## config.mk

```make
export PLATFORM = sky130hd
export DESIGN_NAME = issue_dispatch
export DESIGN_NICKNAME = d
export VERILOG_FILES = /design/src/rtl/issue_dispatch_pkg.sv /design/src/rtl/issue_scoreboard.sv /design/src/rtl/issue_dispatch.sv
export SDC_FILE = /design/constraint.sdc
export NUM_CORES = 1
export LEC_CHECK = 0
export CAP_MARGIN = 20
export CORE_UTILIZATION = 42
export CTS_CLUSTER_DIAMETER = 50
export DETAILED_ROUTE_END_ITERATION = 6
export GPL_ROUTABILITY_DRIVEN = 0
export GPL_TIMING_DRIVEN = 0
export HOLD_SLACK_MARGIN = 0.15
export PLACE_DENSITY = 0.76
export SETUP_SLACK_MARGIN = 0.15
export SLEW_MARGIN = 20
export SYNTH_ARGS = -nofsm -noshare
export SYNTH_HDL_FRONTEND = slang
export SYNTH_HIERARCHICAL = 1
export SYNTH_SLANG_ARGS = --single-unit
export TNS_END_PERCENT = 20
```

## constraint.sdc

```tcl
create_clock -name clk -period 3.8 [get_ports clk]
set_clock_uncertainty 0.15 [all_clocks]
set_input_delay 0.95 -clock clk [delete_from_list [all_inputs] [get_ports clk]]
set_output_delay 0.95 -clock clk [all_outputs]
set_load 0.005 [all_outputs]
```

## src/rtl/issue_dispatch_pkg.sv

```systemverilog
// issue_dispatch_pkg
//  Shared types and helpers for the dual-issue select stage.
//  - pc_set_t      : one decoded instruction as offered by the issue buffer
//  - issue_class_e : how many lanes issued in a cycle (perf accounting)
//  - is_load / is_mem / is_branch / is_csr : instruction classification
package issue_dispatch_pkg;

  localparam int REG_AW = 5;  // GPR index width (32 architectural registers)

  typedef struct packed {
    logic [31:0]       pc;
    logic [REG_AW-1:0] rf_raddr1;
    logic [REG_AW-1:0] rf_raddr2;
    logic [REG_AW-1:0] rf_rd;
    logic              rf_we;
    logic              mem_re;    // load
    logic              mem_we;    // store
    logic              br;        // branch / jump
    logic              csr;       // CSR access
    logic              ecode_we;  // raises an exception code
    logic              valid;     // set on the registered copy when the lane issued
  } pc_set_t;

  typedef enum logic [1:0] {
    ISSUE_NONE   = 2'd0,
    ISSUE_SINGLE = 2'd1,
    ISSUE_DUAL   = 2'd2
  } issue_class_e;

  function automatic logic is_load(input pc_set_t s);
    return s.mem_re;
  endfunction

  function automatic logic is_mem(input pc_set_t s);
    return s.mem_re | s.mem_we;
  endfunction

  function automatic logic is_branch(input pc_set_t s);
    return s.br;
  endfunction

  function automatic logic is_csr(input pc_set_t s);
    return s.csr;
  endfunction

endpackage

```

## src/rtl/issue_scoreboard.sv

```systemverilog
// issue_scoreboard
//  Per-register countdown of cycles until a load result may be consumed.
//  Ports:
//    clk, rst   : clock, synchronous active-high reset (clears all counters)
//    hold       : freeze all counters (back-end stall)
//    clear      : zero all counters (flush; wins over hold)
//    raddr[4]   : source registers to test -> ready[4]
//    wr_en/wr_rd/wr_load [2] : issued writers (index 0 = lane A)
module issue_scoreboard
  import issue_dispatch_pkg::*;
#(
  parameter int NUM_REGS = 32,
  parameter int LOAD_LAT = 2
) (
  input  logic                   clk,
  input  logic                   rst,
  input  logic                   hold,
  input  logic                   clear,
  input  logic [3:0][REG_AW-1:0] raddr,
  output logic [3:0]             ready,
  input  logic [1:0]             wr_en,
  input  logic [1:0][REG_AW-1:0] wr_rd,
  input  logic [1:0]             wr_load
);

  localparam int CNT_W = $clog2(LOAD_LAT) + 1;

  logic [CNT_W-1:0] cnt_q [NUM_REGS];
  logic [CNT_W-1:0] cnt_d [NUM_REGS];

  always_comb begin
    for (int i = 0; i < 4; i++) begin
      ready[i] = (raddr[i] == '0) || (cnt_q[raddr[i]] == '0);
    end
  end

  always_comb begin
    // NOTE: every combinational output is given a default first so no path leaves it unassigned (no latch).
    cnt_d = cnt_q;
    if (clear) begin
      for (int i = 0; i < NUM_REGS; i++) cnt_d[i] = '0;
    end else if (!hold) begin
      for (int i = 0; i < NUM_REGS; i++) begin
        if (cnt_q[i] != '0) cnt_d[i] = cnt_q[i] - CNT_W'(1);
      end
      // Writers are applied after the decrement so a new load wins.
      for (int p = 0; p < 2; p++) begin
        if (wr_en[p] && (wr_rd[p] != '0)) begin
          cnt_d[wr_rd[p]] = wr_load[p] ? CNT_W'(LOAD_LAT - 1) : '0;
        end
      end
    end
  end

  // NOTE: the counter array is a handful of flops, not a RAM, so resetting it is cheap and required.
  always_ff @(posedge clk) begin
    if (rst) begin
      for (int i = 0; i < NUM_REGS; i++) cnt_q[i] <= '0;
    end else begin
      // NOTE: sequential state uses non-blocking assignments only.
      cnt_q <= cnt_d;
    end
  end

endmodule

```

## src/rtl/issue_dispatch.sv

```systemverilog
// issue_dispatch
//  Dual-issue select stage after the issue buffer. Decides how many of the
//  two head entries issue (0/1/2), reports that count combinationally as the
//  buffer's consume count, and registers the pair into the lane-A/B EX regs.
//  Ports:
//    clk, rst               : clock, synchronous active-high reset
//    i_PC_set1/2, i_is_valid: buffer head entries and their valid bits
//    flush_BR               : mispredict flush (priority over stalls)
//    stall_DCache/stall_div : back-end freeze
//    o_usingNUM             : consume count returned to the buffer
//    o_PC_set_a/b, o_valid  : registered lane outputs
//    o_perf_*               : issue-class counters
//  Build option: define ISSUE_PERF_EN to compile the saturating perf
//  counters; otherwise the perf ports are tied to zero.
module issue_dispatch
  import issue_dispatch_pkg::*;
#(
  parameter int NUM_REGS = 32,
  parameter int LOAD_LAT = 2,
  parameter int PERF_W   = 32
) (
  input  logic              clk,
  input  logic              rst,
  input  pc_set_t           i_PC_set1,
  input  pc_set_t           i_PC_set2,
  input  logic [1:0]        i_is_valid,
  input  logic              flush_BR,
  input  logic              stall_DCache,
  input  logic              stall_div,
  output logic [1:0]        o_usingNUM,
  output pc_set_t           o_PC_set_a,
  output pc_set_t           o_PC_set_b,
  output logic [1:0]        o_valid,
  output logic [PERF_W-1:0] o_perf_dual,
  output logic [PERF_W-1:0] o_perf_single,
  output logic [PERF_W-1:0] o_perf_bubble
);

  logic       stall;
  logic       issue_a;
  logic       issue_b;
  logic       pair_ok;
  logic [3:0] src_ready;

  pc_set_t    set_a_q, set_a_d;
  pc_set_t    set_b_q, set_b_d;
  logic [1:0] valid_q, valid_d;

  assign stall = stall_DCache | stall_div;

  issue_scoreboard #(
    .NUM_REGS (NUM_REGS),
    .LOAD_LAT (LOAD_LAT)
  ) u_scoreboard (
    .clk     (clk),
    .rst     (rst),
    .hold    (stall & ~flush_BR),
    .clear   (flush_BR),
    .raddr   ({i_PC_set2.rf_raddr2, i_PC_set2.rf_raddr1,
               i_PC_set1.rf_raddr2, i_PC_set1.rf_raddr1}),
    .ready   (src_ready),
    .wr_en   ({issue_b & i_PC_set2.rf_we, issue_a & i_PC_set1.rf_we}),
    .wr_rd   ({i_PC_set2.rf_rd, i_PC_set1.rf_rd}),
    .wr_load ({is_load(i_PC_set2), is_load(i_PC_set1)})
  );

  always_comb begin
    issue_a = ~rst & ~flush_BR & ~stall & i_is_valid[1]
            & src_ready[0] & src_ready[1];

    // set2 may only join set1 when the pair is independent and fits the lanes.
    pair_ok = 1'b1;
    if (i_PC_set1.rf_we && (i_PC_set1.rf_rd != '0) &&
        ((i_PC_set2.rf_raddr1 == i_PC_set1.rf_rd) ||
         (i_PC_set2.rf_raddr2 == i_PC_set1.rf_rd)))                  pair_ok = 1'b0;
    if (i_PC_set1.rf_we && i_PC_set2.rf_we && (i_PC_set1.rf_rd != '0) &&
        (i_PC_set1.rf_rd == i_PC_set2.rf_rd))                         pair_ok = 1'b0;
    if (is_mem(i_PC_set1) && is_mem(i_PC_set2))                        pair_ok = 1'b0;
    if (is_branch(i_PC_set2) || is_csr(i_PC_set2) || i_PC_set2.ecode_we) pair_ok = 1'b0;

    issue_b = issue_a & i_is_valid[0] & src_ready[2] & src_ready[3] & pair_ok;

    o_usingNUM = {1'b0, issue_a} + {1'b0, issue_b};
  end

  always_comb begin
    set_a_d = set_a_q;
    set_b_d = set_b_q;
    valid_d = valid_q;
    if (flush_BR) begin
      valid_d = 2'b00;
    end else if (!stall) begin
      valid_d       = {issue_a, issue_b};
      set_a_d       = i_PC_set1;
      set_a_d.valid = issue_a;
      set_b_d       = i_PC_set2;
      set_b_d.valid = issue_b;
    end
  end

  always_ff @(posedge clk) begin
    if (rst) begin
      set_a_q <= '0;
      set_b_q <= '0;
      valid_q <= 2'b00;
    end else begin
      set_a_q <= set_a_d;
      set_b_q <= set_b_d;
      valid_q <= valid_d;
    end
  end

  assign o_PC_set_a = set_a_q;
  assign o_PC_set_b = set_b_q;
  assign o_valid    = valid_q;

`ifdef ISSUE_PERF_EN
  issue_class_e      issue_class;
  logic [PERF_W-1:0] perf_dual_q, perf_dual_d;
  logic [PERF_W-1:0] perf_single_q, perf_single_d;
  logic [PERF_W-1:0] perf_bubble_q, perf_bubble_d;

  always_comb begin
    issue_class   = issue_b ? ISSUE_DUAL : (issue_a ? ISSUE_SINGLE : ISSUE_NONE);
    perf_dual_d   = perf_dual_q;
    perf_single_d = perf_single_q;
    perf_bubble_d = perf_bubble_q;
    if (!stall && !flush_BR) begin
      unique case (issue_class)
        ISSUE_DUAL:   if (~&perf_dual_q)   perf_dual_d   = perf_dual_q + PERF_W'(1);
        ISSUE_SINGLE: if (~&perf_single_q) perf_single_d = perf_single_q + PERF_W'(1);
        default: begin
          if ((i_is_valid != 2'b00) && ~&perf_bubble_q) perf_bubble_d = perf_bubble_q + PERF_W'(1);
        end
      endcase
    end
  end

  always_ff @(posedge clk) begin
    if (rst) begin
      perf_dual_q   <= '0;
      perf_single_q <= '0;
      perf_bubble_q <= '0;
    end else begin
      perf_dual_q   <= perf_dual_d;
      perf_single_q <= perf_single_d;
      perf_bubble_q <= perf_bubble_d;
    end
  end

  assign o_perf_dual   = perf_dual_q;
  assign o_perf_single = perf_single_q;
  assign o_perf_bubble = perf_bubble_q;
`else
  assign o_perf_dual   = '0;
  assign o_perf_single = '0;
  assign o_perf_bubble = '0;
`endif

endmodule
```

# Yosys cells after proc, flatten, opt, wreduce, memory -nomap -nowiden
# Index checks and enable logic that the tools add are counted.
totals:
  ff_bits: 174
  inputBits: 115
  output_inout_bits: 208
  wordCells: 308
classes:
  add_sub_neg: 33
  order_cmp: 8
  n_eq_ne: 3
  mux: 124
  bitwise: 24
  reduce_logical: 61
ops:
  columns: ["operator", "n"]
  rows:
  - ["64-bit 2-to-1 mux", 4]
  - ["2-bit 2-to-1 mux", 106]
  - ["64-bit bitwise mux", 2]
  - ["2-bit nonzero test", 32]
  - ["2-bit by 1-bit subtractor with 2-bit output, second input constant", 32]
  - ["2-bit binary-select mux with 5-bit select", 4]
  - ["6-bit greater-or-equal comparator, second input constant", 6]
  - ["5-bit NOT with 6-bit output", 6]
  - ["2-bit demux with 5-bit select", 2]
  - ["5-bit zero test", 4]
  - ["5-bit == test", 3]
  - ["1-bit AND", 12]
  - ["6-bit by 1-bit < comparator with 1-bit output, second input constant", 2]
  - ["1-bit logical AND", 10]
  - ["5-bit nonzero test", 2]
  - ["2-bit zero test", 4]
  - ["1-bit logical OR", 7]
  - ["1-bit 2-to-1 mux", 6]
  - ["1-bit NOT", 3]
  - ["1-bit OR", 3]
  - ["1-bit by 1-bit adder with 2-bit output", 1]
  - ["2-bit AND reduction", 1]
  - ["2-bit OR reduction", 1]

# Longest topological paths before layout
logic_depth:
  depth_word: 15
  mapped_depth: 15
  mapped_depth_nobuf: 14

# Cells and area by module
# The synthesis kept the hierarchy.
modules_own_cells:
  columns: ["module", "instances", "cells_each", "area_each_um2", "seq_area_each_um2"]
  rows:
  - ["issue_dispatch", 1, 613, 4764.6, 2202.1]
  - ["issue_scoreboard", 1, 548, 4564.4, 1241.2]

# Least setup slack after synthesis
# No wires, ideal clock.
synth_timing:
  path_type: "input port to flip-flop"
  start: "input i_PC_set1[13] in the netlist's numbering"
  end: "register u_scoreboard/cnt_q[22] in the netlist's numbering"
  setup_ps: 125
  arrival_ps: 3557
  t_required_ps: 3525
  setup_slack_ps: -32
  path_stages: 14
  path_buffers: 1
  path_cell_list: "buf_2 inv_1 mux4_2 a2111oi_0 a311oi_1 nand3_1 nor4_4 nand3_2 nor3b_1 nand2_1 nor3b_1 nand2_1 mux2i_1 o21ai_0"
synth_between:
  elab_chain_cells: 14
  elab_cells_between_ends: 21
  classes_between: "mux (8); bitwise (8); reduce/logical (5)"
synth_lines:
  columns: ["element", "line_no", "rtl"]
  rows:
  - ["start, declared", "issue_dispatch.sv:24", "input pc_set_t i_PC_set1,"]
  - ["5-bit NOT with 6-bit output (not written as such)", "issue_scoreboard.sv:33", "ready[i] = (raddr[i] == '0) || (cnt_q[raddr[i]] == '0);"]
  - ["2-bit binary-select mux with 5-bit select", "issue_scoreboard.sv:33", null]
  - ["2-bit 2-to-1 mux (not written as such) (2 in a row)", "issue_scoreboard.sv:33", null]
  - ["2-bit zero test", "issue_scoreboard.sv:33", null]
  - ["1-bit logical OR *", "issue_scoreboard.sv:33", null]
  - ["via src_ready[1]", "issue_dispatch.sv:43", "logic [3:0] src_ready;"]
  - ["1-bit AND *", "issue_dispatch.sv:69", "& src_ready[0] & src_ready[1];"]
  - ["1-bit AND, on equally long branches", "issue_dispatch.sv:62, issue_dispatch.sv:81", null]
  - ["1-bit logical AND or 1-bit AND (tied branches)", "issue_scoreboard.sv:48, issue_dispatch.sv:81", null]
  - ["64-bit 2-to-1 mux or 1-bit AND (tied branches)", "issue_scoreboard.sv:48, issue_dispatch.sv:81", null]
  - ["64-bit 2-to-1 mux or 1-bit AND (tied branches)", "issue_scoreboard.sv:42, issue_dispatch.sv:81", null]
  - ["64-bit 2-to-1 mux or 1-bit AND (tied branches)", "issue_scoreboard.sv:40, issue_dispatch.sv:62", null]
  - ["64-bit bitwise mux or 1-bit logical AND (tied branches)", "issue_scoreboard.sv:49, issue_scoreboard.sv:48", null]
  - ["64-bit 2-to-1 mux *", "issue_scoreboard.sv:48", "if (wr_en[p] && (wr_rd[p] != '0)) begin"]
  - ["end signal, assigned", "issue_scoreboard.sv:61", "cnt_q <= cnt_d;"]
  - ["end, declared", "issue_scoreboard.sv:28", "logic [CNT_W-1:0] cnt_q [NUM_REGS];"]
# The timed path passes the listed nets; every way through them passes the cells marked *. The select of a mux whose other input is x is not followed.
# A chain may end at the register's enable or synchronous reset.

# Final worst setup path
layout_timing:
  start: "input i_PC_set1[8] in the netlist's numbering"
  end: "output o_usingNUM[0]"
layout_between:
  elab_chain_cells: 9
  elab_cells_between_ends: 15
  classes_between: "add/sub (1); eq/ne (3); mux (4); bitwise (1); reduce/logical (6)"
layout_lines:
  columns: ["element", "line_no", "rtl"]
  rows:
  - ["5-bit == test, or another cell as far along", "issue_dispatch.sv:74", "((i_PC_set2.rf_raddr1 == i_PC_set1.rf_rd) ||"]
  - ["1-bit logical OR or 1-bit logical AND (tied branches)", "issue_dispatch.sv:74, issue_dispatch.sv:73", null]
  - ["1-bit logical AND", "issue_dispatch.sv:73", "if (i_PC_set1.rf_we && (i_PC_set1.rf_rd != '0) &&"]
  - ["1-bit 2-to-1 mux", "issue_dispatch.sv:73", null]
  - ["1-bit 2-to-1 mux *", "issue_dispatch.sv:76", "if (i_PC_set1.rf_we && i_PC_set2.rf_we && (i_PC_set1.rf_rd != '0) &&"]
  - ["1-bit 2-to-1 mux *", "issue_dispatch.sv:78", "if (is_mem(i_PC_set1) && is_mem(i_PC_set2)) pair_ok = 1'b0;"]
  - ["1-bit 2-to-1 mux *", "issue_dispatch.sv:79", "if (is_branch(i_PC_set2) || is_csr(i_PC_set2) || i_PC_set2.ecode_we) pair_ok = 1'b0;"]
  - ["1-bit AND *", "issue_dispatch.sv:81", "issue_b = issue_a & i_is_valid[0] & src_ready[2] & src_ready[3] & pair_ok;"]
  - ["1-bit by 1-bit adder with 2-bit output *", "issue_dispatch.sv:83", "o_usingNUM = {1'b0, issue_a} + {1'b0, issue_b};"]
  - ["end, declared", "issue_dispatch.sv:30", "output logic [1:0] o_usingNUM,"]
# Every way passes the cells marked *; elsewhere a longest branch is shown, timed or not.

==> results.toml <==
[run_status]
status = "finished, violations left"
violations = "setup timing"

[timing]
slew_viol_final = 0
period_share = 1.09
rsz0062_at_grt = "true"
tightest_slew_ns = 0.860
finalHoldViolCount = 0
slew_headroom = 0.425
finalSetupViolations = 55
fin_crit_ns = 4.14
tns_ns = -5.66
finalWorstSetupSlack_ns = -0.341
fmax_ghz = 0.241

[worst_setup_path]
critical_path_required_ns = 2.70
path_max_fanout = 13
reg2reg_slack_ns = -0.11
path_class = "input pin to output pin"
r2r_end = "u_scoreboard/cnt_q[15]"
r2r_cells = 15
crit_chain = "clkdlybuf4s50_1 -> xor2_1 -> nor4_2 -> nand3_1 -> a31oi_2 -> o21a_1 -> buf_2"
crit_path_top_delay_cell = "clkdlybuf4s50_1"
r2r_start = "u_scoreboard/cnt_q[50]"
slowest_delay_ns = 0.66
startpoint_type = "input pin"
endpoint_kind = "output pin"
critical_path_arrival_ns = 3.04

[placed_design]
hpwlAfterDp_um = 23700
port_buffers = 224

[synth]
syn_area_um2 = 9330
synth.avg_cell_area_um2 = 8.04
synth-edff-count = 0
ys_types = 49
ys.warnings.count = 6
yosysSeqAreaShare = 0.369
synthCells = 1161
synth_top_flop_cell = "dfxtp_1"
async_flop_share = 0
synth-seq-cells = 172

[clock_network]
htree_levels = 4
cts_buffer_depth = 2
numCtsBuffers = 17
tritoncts = "yes"
cts_sinks = 172
root_buffer = "clkbuf_16"
clkLatencyLatePin_ns = 0.43
hold_buffers = 0
path_clk_slew_ns = 0.07

[finish]
diodes = 0
final_cell_mix = "nand2_1 (300), clkdlybuf4s50_1 (203), dfxtp_1 (172), buf_4 (116), a21oi_1 (114)"
area_growth_pct = 41.8
drive_above_1_share = 0.189
mostFrequentLayoutCell = "nand2_1"
nets = 1633

[global_routing]
antenna_found_initial = 0
grt_pass1_vias = 8727
grt_max_degree = 18
grtUsageTotal = 0.269
grt.overflow.total = 0
grt_pass1_wl_um = 46400

[hold_path]
hold_depth = 2
min_to = "u_scoreboard/cnt_q[9]"
worstHoldStart = "u_scoreboard/cnt_q[9]"
hold_path_class = "flop to flop"

[floorplanning]
ios = 323
dieArea_um2 = 22800
initial_utilization = 0.427
row_count = 54
dieHeight_um = 151
die_w_um = 151
core_um2 = 21800

[drt]
dr.first_iter.drc_count = 748
drc = 0
first_pass_iters = 5
wirelength_um = 31800
via_per_inst = 5.23
postRouteAntennaNets = 0
via_count = 9464
wl_per_cell_um = 17.5

[job]
maxCapViolCount = 0

[power_and_ir_drop]
p_leak_nw = 5.18
irDropWorstVdd_v = 0.000227
power.density_nw_per_um2 = 316
p_total_mw = 4.18
-- through the flow --
stage	hold slack (ns)	cell area, um2	setup WS, ns	utilization	std cells
after global placement	0.276	12300	-1.47	0.564	1760
after CTS	0.293	13100	-0.276	0.598	1808
after global routing	0.304	13200	-0.444	0.606	1811
after floorplan	0.268	9720	0.0865	-	1256
final	0.290	13200	-0.341	0.606	1811
after detailed placement	0.284	12300	-1.45	0.564	1760
-- critical path, delay by kind of cell --
family | cells | cell delay (ns)
compound gates | 2 | 0.56
simple gates | 2 | 0.44
xor+xnor | 1 | 0.28
buf+inv | 2 | 0.79
-- registers in the layout, indices dropped and copies added (netlist names) --
| signal | flops |
|---|---|
| o_valid | 2 |
| o_PC_set_b | 54 |
| u_scoreboard/cnt_q | 62 |
| o_PC_set_a | 54 |
-- report_power, final --
part / leakage, nW / internal (mW) / switching (mW) / total (mW)
sequential: 1.39 / 1.84 / 0.0192 / 1.86
combinational: 3.51 / 0.327 / 0.316 / 0.643
clock: 0.273 / 0.879 / 0.803 / 1.68
total: 5.18 / 3.05 / 1.14 / 4.18
-- per-layer routing --
metal	routed length, um	track usage	vias up
li1	-	-	4474
met1	11600	0.301	4422
met2	15900	0.475	477
met3	3050	0.0672	91
met4	1230	0.127	0
met5	0	0	-
-- cells in the mapped netlist (4+ instances only) --
cell / n / area share
buf_2: 10 / 0.0054
a21oi_1: 114 / 0.061
clkbuf_1: 51 / 0.021
xnor2_1: 5 / 0.0047
inv_1: 5 / 0.0020
dfxtp_1: 172 / 0.37
nor2b_1: 34 / 0.023
nor3_1: 13 / 0.0070
mux4_1: 7 / 0.020
nand2_1: 311 / 0.13
mux4_2: 22 / 0.053
mux2i_1: 32 / 0.034
o21ai_0: 33 / 0.018
buf_1: 7 / 0.0028
nor3b_1: 8 / 0.0064
mux2_2: 36 / 0.043
buf_4: 96 / 0.077
nand3_1: 36 / 0.019
nor2_1: 74 / 0.030
buf_6: 5 / 0.0060
a31oi_1: 35 / 0.023
and2_1: 4 / 0.0027
a211oi_1: 5 / 0.0040
xor2_1: 10 / 0.0094
-- worst max-delay path by stage --
| stage | from | endpoint | slack, ns | depth (start not counted) |
|---|---|---|---|---|
| 2_1_floorplan | i_PC_set2[19] | o_usingNUM[0] | 0.09 | 9 |
| 3_3_place_gp | i_PC_set1[14] | o_usingNUM[1] | -1.47 | 11 |
| 3_5_place_dp | i_PC_set1[14] | o_usingNUM[1] | -1.45 | 11 |
| 4_1_cts | i_PC_set1[18] | o_usingNUM[0] | -0.28 | 12 |
| 5_1_grt | i_PC_set1[8] | o_usingNUM[0] | -0.44 | 7 |
| 6_report | i_PC_set1[8] | o_usingNUM[0] | -0.34 | 7 |
-- logic make-up after synthesis --
kind of cell | Yosys count | share of synthesized area
buffers and inverters | 175 | 0.114
and+or+nand+nor | 500 | 0.233
AOI/OAI and AO/OA | 201 | 0.119
xor gates and xnor gates | 15 | 0.0141
other | 1 | 0.000402
muxes | 97 | 0.151
DFF | 172 | 0.369
-- layout make-up --
cell class                      count  area [um2]
Buffer                            169        1080
Inverter                            6        30.0
Clock inverter                     14         121
Timing Repair Buffer              243        2370
Clock buffer                       18         439
Fill cell                        1904        8590
Sequential cell                   172        3440
Tap cell                          280         350
Multi-Input combinational cell    909        5400
-- what timing repair did --
action                                  CTS  global route
buffers inserted                         16             3
gates resized for setup                  91            49
pin swaps                                12            29
endpoints found under the setup margin   65            64
(Power assumes the default switching activity.)
